<file path="src/rtl/pixel_stream_pkg.sv">
// Shared types and default geometry for the pixel frame writer.
// Channel layout is {r, g, b}, most significant channel first.
package pixel_stream_pkg;

    localparam int unsigned WIDTH_DEF       = 640;
    localparam int unsigned HEIGHT_DEF      = 480;
    localparam int unsigned INDEX_WIDTH_DEF = 19;
    localparam int unsigned PIXEL_DEPTH_DEF = 8;

    typedef enum logic [1:0] {
        StIdle,
        StCapture,
        StDrain,
        StDone
    } state_t;

    typedef struct packed {
        logic [PIXEL_DEPTH_DEF-1:0] r;
        logic [PIXEL_DEPTH_DEF-1:0] g;
        logic [PIXEL_DEPTH_DEF-1:0] b;
    } pixel_t;

endpackage

</file>
<file path="src/rtl/pixel_frame_writer_if.sv">
// Frame-buffer write bus: the writer is the master, the buffer answers with ready.
interface pixel_frame_writer_if
    import pixel_stream_pkg::*;
#(
    parameter int unsigned INDEX_WIDTH = INDEX_WIDTH_DEF,
    parameter int unsigned PIXEL_DEPTH = PIXEL_DEPTH_DEF
);

    logic                     mem_wr_en;
    logic [INDEX_WIDTH-1:0]   mem_wr_addr;
    logic [3*PIXEL_DEPTH-1:0] mem_wr_data;
    logic                     mem_wr_ready;

    modport master (
        output mem_wr_en,
        output mem_wr_addr,
        output mem_wr_data,
        input  mem_wr_ready
    );

    modport slave (
        input  mem_wr_en,
        input  mem_wr_addr,
        input  mem_wr_data,
        output mem_wr_ready
    );

endinterface

</file>
<file path="src/rtl/pixel_wr_fifo.sv">
// Small write queue; head entry is read straight from storage so it holds while stalled.
// DEPTH must be a power of two, at least 2.
module pixel_wr_fifo #(
    parameter int unsigned DATA_WIDTH = 43,
    parameter int unsigned DEPTH      = 4,
    localparam int unsigned CntW      = $clog2(DEPTH) + 1,
    localparam int unsigned PtrW      = (DEPTH > 1) ? $clog2(DEPTH) : 1
) (
    input  logic                  clk,
    input  logic                  reset_n,
    input  logic                  push,
    input  logic [DATA_WIDTH-1:0] push_data,
    input  logic                  pop,
    output logic [DATA_WIDTH-1:0] pop_data,
    output logic                  full,
    output logic                  empty,
    output logic [CntW-1:0]       count
);

    logic [DATA_WIDTH-1:0] mem_q [DEPTH];
    logic [PtrW-1:0]       wr_ptr_q;
    logic [PtrW-1:0]       rd_ptr_q;
    logic [CntW-1:0]       count_q;
    logic                  do_push;
    logic                  do_pop;

    // Full is taken from the registered count: a pop in the same cycle does not make room.
    assign full    = (count_q == CntW'(DEPTH));
    assign empty   = (count_q == '0);
    assign count   = count_q;
    assign do_push = push && !full;
    assign do_pop  = pop && !empty;
    assign pop_data = mem_q[rd_ptr_q];

    always_ff @(posedge clk) begin
        if (do_push) begin
            mem_q[wr_ptr_q] <= push_data;
        end
    end

    always_ff @(posedge clk) begin
        if (!reset_n) begin
            wr_ptr_q <= '0;
            rd_ptr_q <= '0;
            count_q  <= '0;
        end else begin
            if (do_push) begin
                wr_ptr_q <= wr_ptr_q + PtrW'(1);
            end
            if (do_pop) begin
                rd_ptr_q <= rd_ptr_q + PtrW'(1);
            end
            count_q <= count_q + CntW'(do_push) - CntW'(do_pop);
        end
    end

endmodule

</file>
<file path="src/rtl/pixel_frame_writer.sv">
// Captures one frame of strobed pixels into a linear frame buffer through a write queue.
// Optional PIXEL_CHECKSUM_EN adds checksum_o, the 16-bit sum of R+G+B over the frame.
module pixel_frame_writer
    import pixel_stream_pkg::*;
#(
    parameter int unsigned WIDTH       = WIDTH_DEF,
    parameter int unsigned HEIGHT      = HEIGHT_DEF,
    parameter int unsigned PIXEL_DEPTH = PIXEL_DEPTH_DEF,
    parameter int unsigned INDEX_WIDTH = INDEX_WIDTH_DEF,
    parameter int unsigned FIFO_DEPTH  = 4
) (
    input  logic                     clk,
    input  logic                     reset_n,
    input  logic                     start,
    input  logic                     valid_i,
    input  logic [3*PIXEL_DEPTH-1:0] pix_i,
    output logic                     busy,
    output logic                     frame_done,
    output logic                     overflow,
    output logic [12:0]              row_o,
    output logic [12:0]              col_o,
    pixel_frame_writer_if.master     mem
`ifdef PIXEL_CHECKSUM_EN
    ,
    output logic [15:0]              checksum_o
`endif
);

    localparam int unsigned NumPix = WIDTH * HEIGHT;
    localparam int unsigned DataW  = 3 * PIXEL_DEPTH;
    localparam int unsigned EntryW = INDEX_WIDTH + DataW;
    localparam int unsigned CntW   = $clog2(FIFO_DEPTH) + 1;

    state_t                 state_q;
    logic [INDEX_WIDTH-1:0] addr_q;
    logic [12:0]            row_q;
    logic [12:0]            col_q;
    logic                   busy_q;
    logic                   done_q;
    logic                   overflow_q;

    logic                   accept;
    logic                   push;
    logic                   pop;
    logic                   last_pix;
    logic                   drained;
    logic                   fifo_full;
    logic                   fifo_empty;
    logic [CntW-1:0]        fifo_count;
    logic [EntryW-1:0]      fifo_head;

    assign accept   = (state_q == StCapture) && valid_i;
    assign push     = accept && !fifo_full;
    assign pop      = !fifo_empty && mem.mem_wr_ready;
    assign last_pix = (addr_q == INDEX_WIDTH'(NumPix - 1));
    // Leave DRAIN as the final entry is written, so frame_done follows the last write directly.
    assign drained  = fifo_empty || ((fifo_count == CntW'(1)) && pop);

    pixel_wr_fifo #(
        .DATA_WIDTH(EntryW),
        .DEPTH     (FIFO_DEPTH)
    ) u_fifo (
        .clk      (clk),
        .reset_n  (reset_n),
        .push     (push),
        .push_data({addr_q, pix_i}),
        .pop      (pop),
        .pop_data (fifo_head),
        .full     (fifo_full),
        .empty    (fifo_empty),
        .count    (fifo_count)
    );

    assign mem.mem_wr_en   = !fifo_empty;
    assign mem.mem_wr_addr = fifo_head[EntryW-1:DataW];
    assign mem.mem_wr_data = fifo_head[DataW-1:0];

    assign busy       = busy_q;
    assign frame_done = done_q;
    assign overflow   = overflow_q;
    assign row_o      = row_q;
    assign col_o      = col_q;

    always_ff @(posedge clk) begin
        if (!reset_n) begin
            state_q    <= StIdle;
            addr_q     <= '0;
            row_q      <= '0;
            col_q      <= '0;
            busy_q     <= 1'b0;
            done_q     <= 1'b0;
            overflow_q <= 1'b0;
        end else begin
            done_q <= 1'b0;
            unique case (state_q)
                StIdle: begin
                    if (start) begin
                        state_q    <= StCapture;
                        busy_q     <= 1'b1;
                        overflow_q <= 1'b0;
                    end
                end
                StCapture: begin
                    if (accept) begin
                        // Dropped pixels still consume their slot in the frame.
                        if (fifo_full) begin
                            overflow_q <= 1'b1;
                        end
                        if (last_pix) begin
                            state_q <= StDrain;
                            addr_q  <= '0;
                            row_q   <= '0;
                            col_q   <= '0;
                        end else begin
                            addr_q <= addr_q + INDEX_WIDTH'(1);
                            if (col_q == 13'(WIDTH - 1)) begin
                                col_q <= '0;
                                row_q <= row_q + 13'd1;
                            end else begin
                                col_q <= col_q + 13'd1;
                            end
                        end
                    end
                end
                StDrain: begin
                    if (drained) begin
                        state_q <= StDone;
                        busy_q  <= 1'b0;
                        done_q  <= 1'b1;
                    end
                end
                StDone: begin
                    state_q <= StIdle;
                end
                default: begin
                    state_q <= StIdle;
                end
            endcase
        end
    end

`ifdef PIXEL_CHECKSUM_EN
    logic [15:0] checksum_q;

    always_ff @(posedge clk) begin
        if (!reset_n) begin
            checksum_q <= '0;
        end else if ((state_q == StIdle) && start) begin
            checksum_q <= '0;
        end else if (accept) begin
            checksum_q <= checksum_q
                        + 16'(pix_i[3*PIXEL_DEPTH-1:2*PIXEL_DEPTH])
                        + 16'(pix_i[2*PIXEL_DEPTH-1:PIXEL_DEPTH])
                        + 16'(pix_i[PIXEL_DEPTH-1:0]);
        end
    end

    assign checksum_o = checksum_q;
`endif

endmodule

</file>
<file path="src/flat_wrapper.sv">
// flat-port wrapper written by rule: the top's interface ports become plain ports
module pixel_frame_writer_flat import pixel_stream_pkg::*;
#(
    parameter int unsigned WIDTH       = WIDTH_DEF,
    parameter int unsigned HEIGHT      = HEIGHT_DEF,
    parameter int unsigned PIXEL_DEPTH = PIXEL_DEPTH_DEF,
    parameter int unsigned INDEX_WIDTH = INDEX_WIDTH_DEF,
    parameter int unsigned FIFO_DEPTH  = 4
)
  (clk, reset_n, start, valid_i, pix_i, busy, frame_done, overflow, row_o, col_o, mem_mem_wr_en, mem_mem_wr_addr, mem_mem_wr_data, mem_mem_wr_ready);
  pixel_frame_writer_if #(.INDEX_WIDTH(INDEX_WIDTH), .PIXEL_DEPTH(PIXEL_DEPTH)) mem_i ();
  input  logic clk;
  input  logic reset_n;
  input  logic start;
  input  logic valid_i;
  input  logic [3*PIXEL_DEPTH-1:0] pix_i;
  output logic busy;
  output logic frame_done;
  output logic overflow;
  output logic [12:0] row_o;
  output logic [12:0] col_o;
  output wire logic [$bits(mem_i.mem_wr_en)-1:0] mem_mem_wr_en;
  output wire logic [$bits(mem_i.mem_wr_addr)-1:0] mem_mem_wr_addr;
  output wire logic [$bits(mem_i.mem_wr_data)-1:0] mem_mem_wr_data;
  input wire logic [$bits(mem_i.mem_wr_ready)-1:0] mem_mem_wr_ready;
  assign mem_mem_wr_en = mem_i.mem_wr_en;
  assign mem_mem_wr_addr = mem_i.mem_wr_addr;
  assign mem_mem_wr_data = mem_i.mem_wr_data;
  assign mem_i.mem_wr_ready = mem_mem_wr_ready;
  pixel_frame_writer #(.WIDTH(WIDTH), .HEIGHT(HEIGHT), .PIXEL_DEPTH(PIXEL_DEPTH), .INDEX_WIDTH(INDEX_WIDTH), .FIFO_DEPTH(FIFO_DEPTH)) u_core (.clk(clk), .reset_n(reset_n), .start(start), .valid_i(valid_i), .pix_i(pix_i), .busy(busy), .frame_done(frame_done), .overflow(overflow), .row_o(row_o), .col_o(col_o), .mem(mem_i));
endmodule
</file>
<file path="config.mk">
export PLATFORM = sky130hd
export DESIGN_NAME = pixel_frame_writer_flat
export DESIGN_NICKNAME = d
export VERILOG_FILES = /design/src/rtl/pixel_stream_pkg.sv /design/src/rtl/pixel_frame_writer_if.sv /design/src/rtl/pixel_wr_fifo.sv /design/src/rtl/pixel_frame_writer.sv /design/src/flat_wrapper.sv
export SDC_FILE = /design/constraint.sdc
export NUM_CORES = 1
export LEC_CHECK = 0
export CAP_MARGIN = 20
export CORE_ASPECT_RATIO = 0.7
export CORE_UTILIZATION = 55
export CTS_CLUSTER_SIZE = 40
export DETAILED_ROUTE_END_ITERATION = 7
export PLACE_DENSITY = 0.84
export SKIP_CTS_REPAIR_TIMING = 1
export SLEW_MARGIN = 20
export SYNTH_ARGS = -nofsm -noshare
export SYNTH_HDL_FRONTEND = slang
export SYNTH_HIERARCHICAL = 1
export SYNTH_SLANG_ARGS = --single-unit
</file>
<file path="constraint.sdc">
create_clock -name clk -period 6.6 [get_ports clk]
set_clock_uncertainty 0.2 [all_clocks]
set_input_delay 1.32 -clock clk [delete_from_list [all_inputs] [get_ports clk]]
set_output_delay 1.32 -clock clk [all_outputs]
set_load 0.01 [all_outputs]
</file>
**After elaboration in Yosys (flattened, before gate mapping)**

Memories as Yosys holds them, arrays and structs flattened. A register that Yosys moved wholly into a read port is not among the register bits.
Index checks and enable logic that the tools add are counted.

- Memory bits (writable): 172
- Memories: 1
- Output and inout bits: 73
- Bits in registers: 57

- Add/subtract/negate cells: 7
- Reduce and logical (&&, ||, !) cells: 20
- Eq/ne operators: 12
- Mux-type cells: 22

Memory list:

| name | words | bits a word | read ports | clocked after Yosys merged registers in | wr ports | RTL line | RTL |
|---|---|---|---|---|---|---|---|
| u_core.u_fifo.mem_q | 4 | 43 | 1 | 1 | 1 | pixel_wr_fifo.sv:20 | `logic [DATA_WIDTH-1:0] mem_q [DEPTH];` |

Operators with widths:

| kind | count |
|---|---|
| $mux W13 | 4 |
| $add A13 B1 Y13 const B | 2 |
| $add A19 B1 Y19 const B | 1 |
| $eq A19 B19 Y1 const B | 1 |
| $mux W19 | 1 |
| $eq A13 B10 Y1 const B | 1 |
| $mux W2 | 6 |
| $mux W1 | 8 |
| $ne A2 B1 Y1 const B | 4 |
| $pmux W2 S4 | 1 |
| $reduce_and A4 Y1 | 2 |
| $logic_and A1 B1 Y1 | 6 |
| $reduce_and A3 Y1 | 2 |
| $reduce_bool A2 Y1 | 3 |
| $add A2 B1 Y2 const B | 2 |
| $eq A2 B2 Y1 const B | 2 |
| $pmux W1 S2 | 2 |
| $reduce_and A2 Y1 | 2 |
| $add A3 B1 Y3 | 1 |
| $eq A3 B1 Y1 const B | 1 |
| $eq A3 B3 Y1 const B | 1 |
| $logic_not A3 Y1 | 1 |
| $sub A3 B1 Y3 | 1 |
| $eq A2 B1 Y1 const B | 1 |
| other kinds (4) | 5 |

**Depth between registers and ports, before layout**

- Word-level depth: 7
- Gate-level depth with buffers: 16

**Cells and area by module**

The synthesis kept the hierarchy.

By module, submodules not included:

| module | times used | cells each | seq. area each (um2) | area an instance (um2) |
|---|---|---|---|---|
| pixel_wr_fifo | 1 | 275 | 5345.1 | 6741.5 |
| pixel_frame_writer | 1 | 304 | 1001.0 | 2511.2 |

**Least setup slack after synthesis**

No wires, ideal clock.

- Path type: input-to-reg
- Start point: in valid_i
- End point: mem u_core.u_fifo.mem_q[0][0], enable pin
- Stages: 6
- Setup slack: 2.981 ns
- Data required time: 5.995 ns
- Buffers on the path: 2
- Data arrival time: 3.014 ns
- Cells stage by stage: nand2_1 clkbuf_1 nor2_1 nor2b_1 buf_2 and2_1

- Cells in the longest elaborated chain, start to end: 5

RTL lines:

| item | RTL line | RTL |
|---|---|---|
| start: declaration | flat_wrapper.sv:15 | `input logic valid_i;` |
| $logic_and A1 B1 Y1 | pixel_frame_writer.sv:52 | `assign accept = (state_q == StCapture) && valid_i;` |
| $logic_and A1 B1 Y1 | pixel_frame_writer.sv:53 | `assign push = accept && !fifo_full;` |
| net u_core.push | pixel_frame_writer.sv:43 | `logic push;` |
| $logic_and A1 B1 Y1 | pixel_wr_fifo.sv:31 | `assign do_push = push && !full;` |
| $mux W1 | pixel_wr_fifo.sv:36 | `if (do_push) begin` |
| $mux W1 (implied by the code) | pixel_wr_fifo.sv:37 | `mem_q[wr_ptr_q] <= push_data;` |
| end: declaration | pixel_wr_fifo.sv:20 |  |

The timed path passes the listed nets, and every way through them passes these cells.

==> metrics.log <==
[metrics] dpl hpwl: 11000 um
[metrics] number of core rows: 39
[metrics] flip-flop cell with the highest count after synthesis: edfxtp_1
[metrics] Total Routing Usage GR: 21.4%
[metrics] Highest Clock Rate: 0.218 GHz
[metrics] met2 global-route usage: 35.3%
[metrics] count leader, synth: edfxtp_1
[metrics] crit start category: register
[metrics] via count normalized by instance count: 5.79
[metrics] fraction of layout instances using a drive strength above 1: 13.2%
[metrics] number of inserted diodes: 0
[metrics] leakage component of the power: 3.64 nW
[metrics] Seq. cell area: 0.00635 sq mm
[metrics] critical path class: reg -> out
[metrics] sequential cell area fraction in the yosys report: 68.6%
[metrics] Clock Tree Root: clkbuf_16
[metrics] transition time at the pin with the least slew margin: 1080 ps
[metrics] number of antenna violations at the first check in global routing: 0
[metrics] final layout net count: 726
[metrics] met3 layer usage reported by global route: 3.53%
[metrics] met1 track demand over resource in global routing: 30.1%
[metrics] time the final worst path needs with I/O delays and setup: 4590 ps
[metrics] Core Box Area: 0.0164 sq mm
[metrics] Synth Area per Inst: 16.0 sq um
[metrics] Maximum Capacitance Violations: 0
[metrics] required time worst endpoint: 5080 ps
[metrics] Switching Fraction: 23.6%
[metrics] Slowest Stage Delay on Critical Path: 900 ps
[metrics] category of cells accounting for the largest share of critical-path delay: buffers and inverters
[metrics] detailed router's first-iteration violation count: 344
[metrics] DRC: 0
[metrics] clock input transition at the sequential cells of the worst setup and hold paths: 60 ps
[metrics] clock network power share: 36.1%
[metrics] overall die area: 0.0174 sq mm
[metrics] total via count in the routed design: 5354
[metrics] cell types with the highest counts after synthesis: 172 x edfxtp_1, 59 x dfxtp_1, 42 x nor2_1, 40 x mux4_2, 33 x nand2_1
[metrics] number of buffers on the longest clock path: 3
[metrics] arrival time at the worst endpoint: 3070 ps
[metrics] cell chain of the critical path: buf_4, mux4_1, clkdlybuf4s50_1
[metrics] area growth from synthesis to layout: 20.6%
[metrics] category of the worst setup path capture point: primary output
[metrics] cells taking the most area after synthesis: edfxtp_1 56%, dfxtp_1 13%, mux4_2 9.7%
[metrics] Comb power frac: 15.9%
[metrics] via count of the first global-routing pass: 5352
[metrics] power share of the sequential group: 48.0%
[metrics] Inserted Clock Buffers: 21
[metrics] multi-input combinational cell area: 0.00271 sq mm
[metrics] worst slack at placement: 1990 ps
[metrics] slowest CP cell: dfxtp_2
[metrics] maximum resistive drop on vdd: 254 uV
[metrics] # clock sinks: 231
[metrics] setup repair after global routing missed its margin: no
[metrics] I/O pin count: 102
[metrics] setup TNS: 0 ps
[metrics] Pre-antenna DRT Iters: 5
[metrics] Yosys warning count: 6
[metrics] CTS tree: built
[metrics] number of synthesized flops with an enable pin: 172
[metrics] r2r setup slk: 3020 ps
[metrics] Synth Net Count: 621
[metrics] Max-slew headroom: 28.3%
[metrics] switching pwr: 0.000845 W
[metrics] total count of max-transition violations in the final report: 0
[metrics] wire length of the first global-routing pass: 28400 um
[metrics] Routed Antenna Nets: 0
[metrics] Wirelength per Cell: 19.7 um
[metrics] result of the run: completed
[metrics] Final Setup Violations: 0
[metrics] layer with the highest usage: met2
[metrics] post-route clock period utilization: 69.5%
[metrics] Worst-Skew Late Latency: 490 ps
[metrics] setup slack of the critical path after layout: 2010 ps
[metrics] total grt overflow: 0
[metrics] fraction of registers with async set or reset after synthesis: 0%
[metrics] synthesized cell area: 0.00925 sq mm
[metrics] final non-filler cell area: 0.0112 sq mm
[metrics] Buffers on Ports: 101
[metrics] die outline width: 157 um
[metrics] internal cell power: 0.00273 W
[metrics] GPL Wtd Cong: 0.870
[metrics] buffering stage count on the worst path with inverters included: 2
[metrics] fill cell instance count of the final layout: 1092
[metrics] cell type with the largest total area after synthesis: edfxtp_1
[metrics] class of the worst hold path: reg -> reg
[metrics] Crit Path Max Fanout: 25
[metrics] number of levels the H-tree was split into: 1
[metrics] Power Dens Cells: 321 mW/mm^2
[metrics] area share of the leading cell type in the synthesized netlist: 55.8%
[metrics] gate count of the mapped netlist: 579
[metrics] starting utilization of the core area: 56.4%
[metrics] die extent in y: 111 um
[metrics] Placement Cell Area: 0.0104 sq mm
[metrics] number of register bits inferred by synthesis: 231
[metrics] number of distinct standard cells referenced by the synthesized netlist: 51
[metrics] final count of hold timing violations: 0
[metrics] aggregate routed wire length: 18200 um
[metrics] pin count of the biggest net entering global routing: 44
-- sequential cells by signal, indices dropped and copies added (netlist names), named ones only --
name,flops
u_core/u_fifo/rd_ptr_q,2
u_core/row_o,13
u_core/state_q,2
u_core/u_fifo/wr_ptr_q,2
u_core/frame_done,1
u_core/u_fifo/mem_q,172
u_core/overflow,1
u_core/addr_q,19
u_core/col_o,13
u_core/u_fifo/count,3
u_core/busy,1
-- per-stage QoR --
stage	total power, W	hold WS [ps]	std cells	util (%)
floorplan	0.00207	261	579	-
global placement	0.00229	270	886	63.5
detailed placement	0.00231	286	886	63.5
CTS	0.00360	307	924	68.0
global route	0.00371	335	924	68.0
finish	0.00358	310	924	68.0
-- power groups by stage --
stage          clock (W)  combinational, W  sequential, W
6_report         0.00129          0.000570        0.00172
5_1_grt          0.00137          0.000612        0.00173
4_1_cts          0.00131          0.000571        0.00172
3_5_place_dp           0          0.000565        0.00175
3_3_place_gp           0          0.000548        0.00174
2_1_floorplan          0          0.000345        0.00173
-- final cells by class --
type | count | area share, %
clock buffer | 24 | 4.81
timing repair buffer | 103 | 9.20
multi-input combinational | 314 | 24.3
tap | 225 | 2.52
inverter | 13 | 0.437
sequential | 231 | 56.9
clock inverter | 14 | 1.81
-- worst reg2reg max path, delay by kind of cell (launching register included) --
family	cells	cell delay [ps]
xor+xnor	2	280
fa+ha+maj	4	1170
buf+inv	4	310
flops	1	310
simple gates	4	1210
-- worst paths after layout --
kind,startpoint,end,cells past startpoint
worst min-delay path,u_core/row_o[12]$_SDFFE_PN0P_,u_core/row_o[12]$_SDFFE_PN0P_,1
worst min register to register,u_core/row_o[12]$_SDFFE_PN0P_,u_core/row_o[12]$_SDFFE_PN0P_,1
worst max-delay path,register,mem_mem_wr_data[0],3
worst max register to register,u_core/state_q[1]$_SDFFE_PN0P_,u_core/u_fifo/count[2]$_SDFF_PN0_,14
-- layout by cell type, fill, tap and decap left out, drive strengths merged, types with 3 or more instances in the layout --
master	synthesis	final
clkbuf	9	24
nand2	33	33
nor4	6	6
xor2	16	16
nand4	16	16
clkinv	0	6
mux2i	3	3
nor2	42	42
inv	13	14
nor2b	5	5
nand3	25	25
edfxtp	172	172
clkdlybuf4s50	0	101
a31oi	3	3
a21oi	14	14
and2	7	7
and3	7	7
bufinv	0	5
mux4	43	43
or3	9	9
ha	12	12
o22ai	5	5
dfxtp	59	59
or2	4	4
nor3	6	6
xnor2	13	13
nor3b	5	5
o21ai	13	13
a21o	5	5
-- kinds of logic after synthesis --
| kind of cell | count (synthesis) | share of synthesized area, % |
|---|---|---|
| buf+inv | 34 | 2.26 |
| xor+xnor | 29 | 2.75 |
| simple gates | 179 | 10.7 |
| mux | 46 | 10.9 |
| flops | 231 | 68.6 |
| fa+ha+maj | 13 | 1.84 |
| compound gates | 47 | 3.00 |
-- per-layer routing --
metal | vias up | part of all wire [%]
met4 | 0 | 1.6
met2 | 229 | 49
met5 | - | 0
met1 | 2650 | 43
li1 | 2452 | -
met3 | 23 | 7.0
Power figures use the tool's default switching activity.
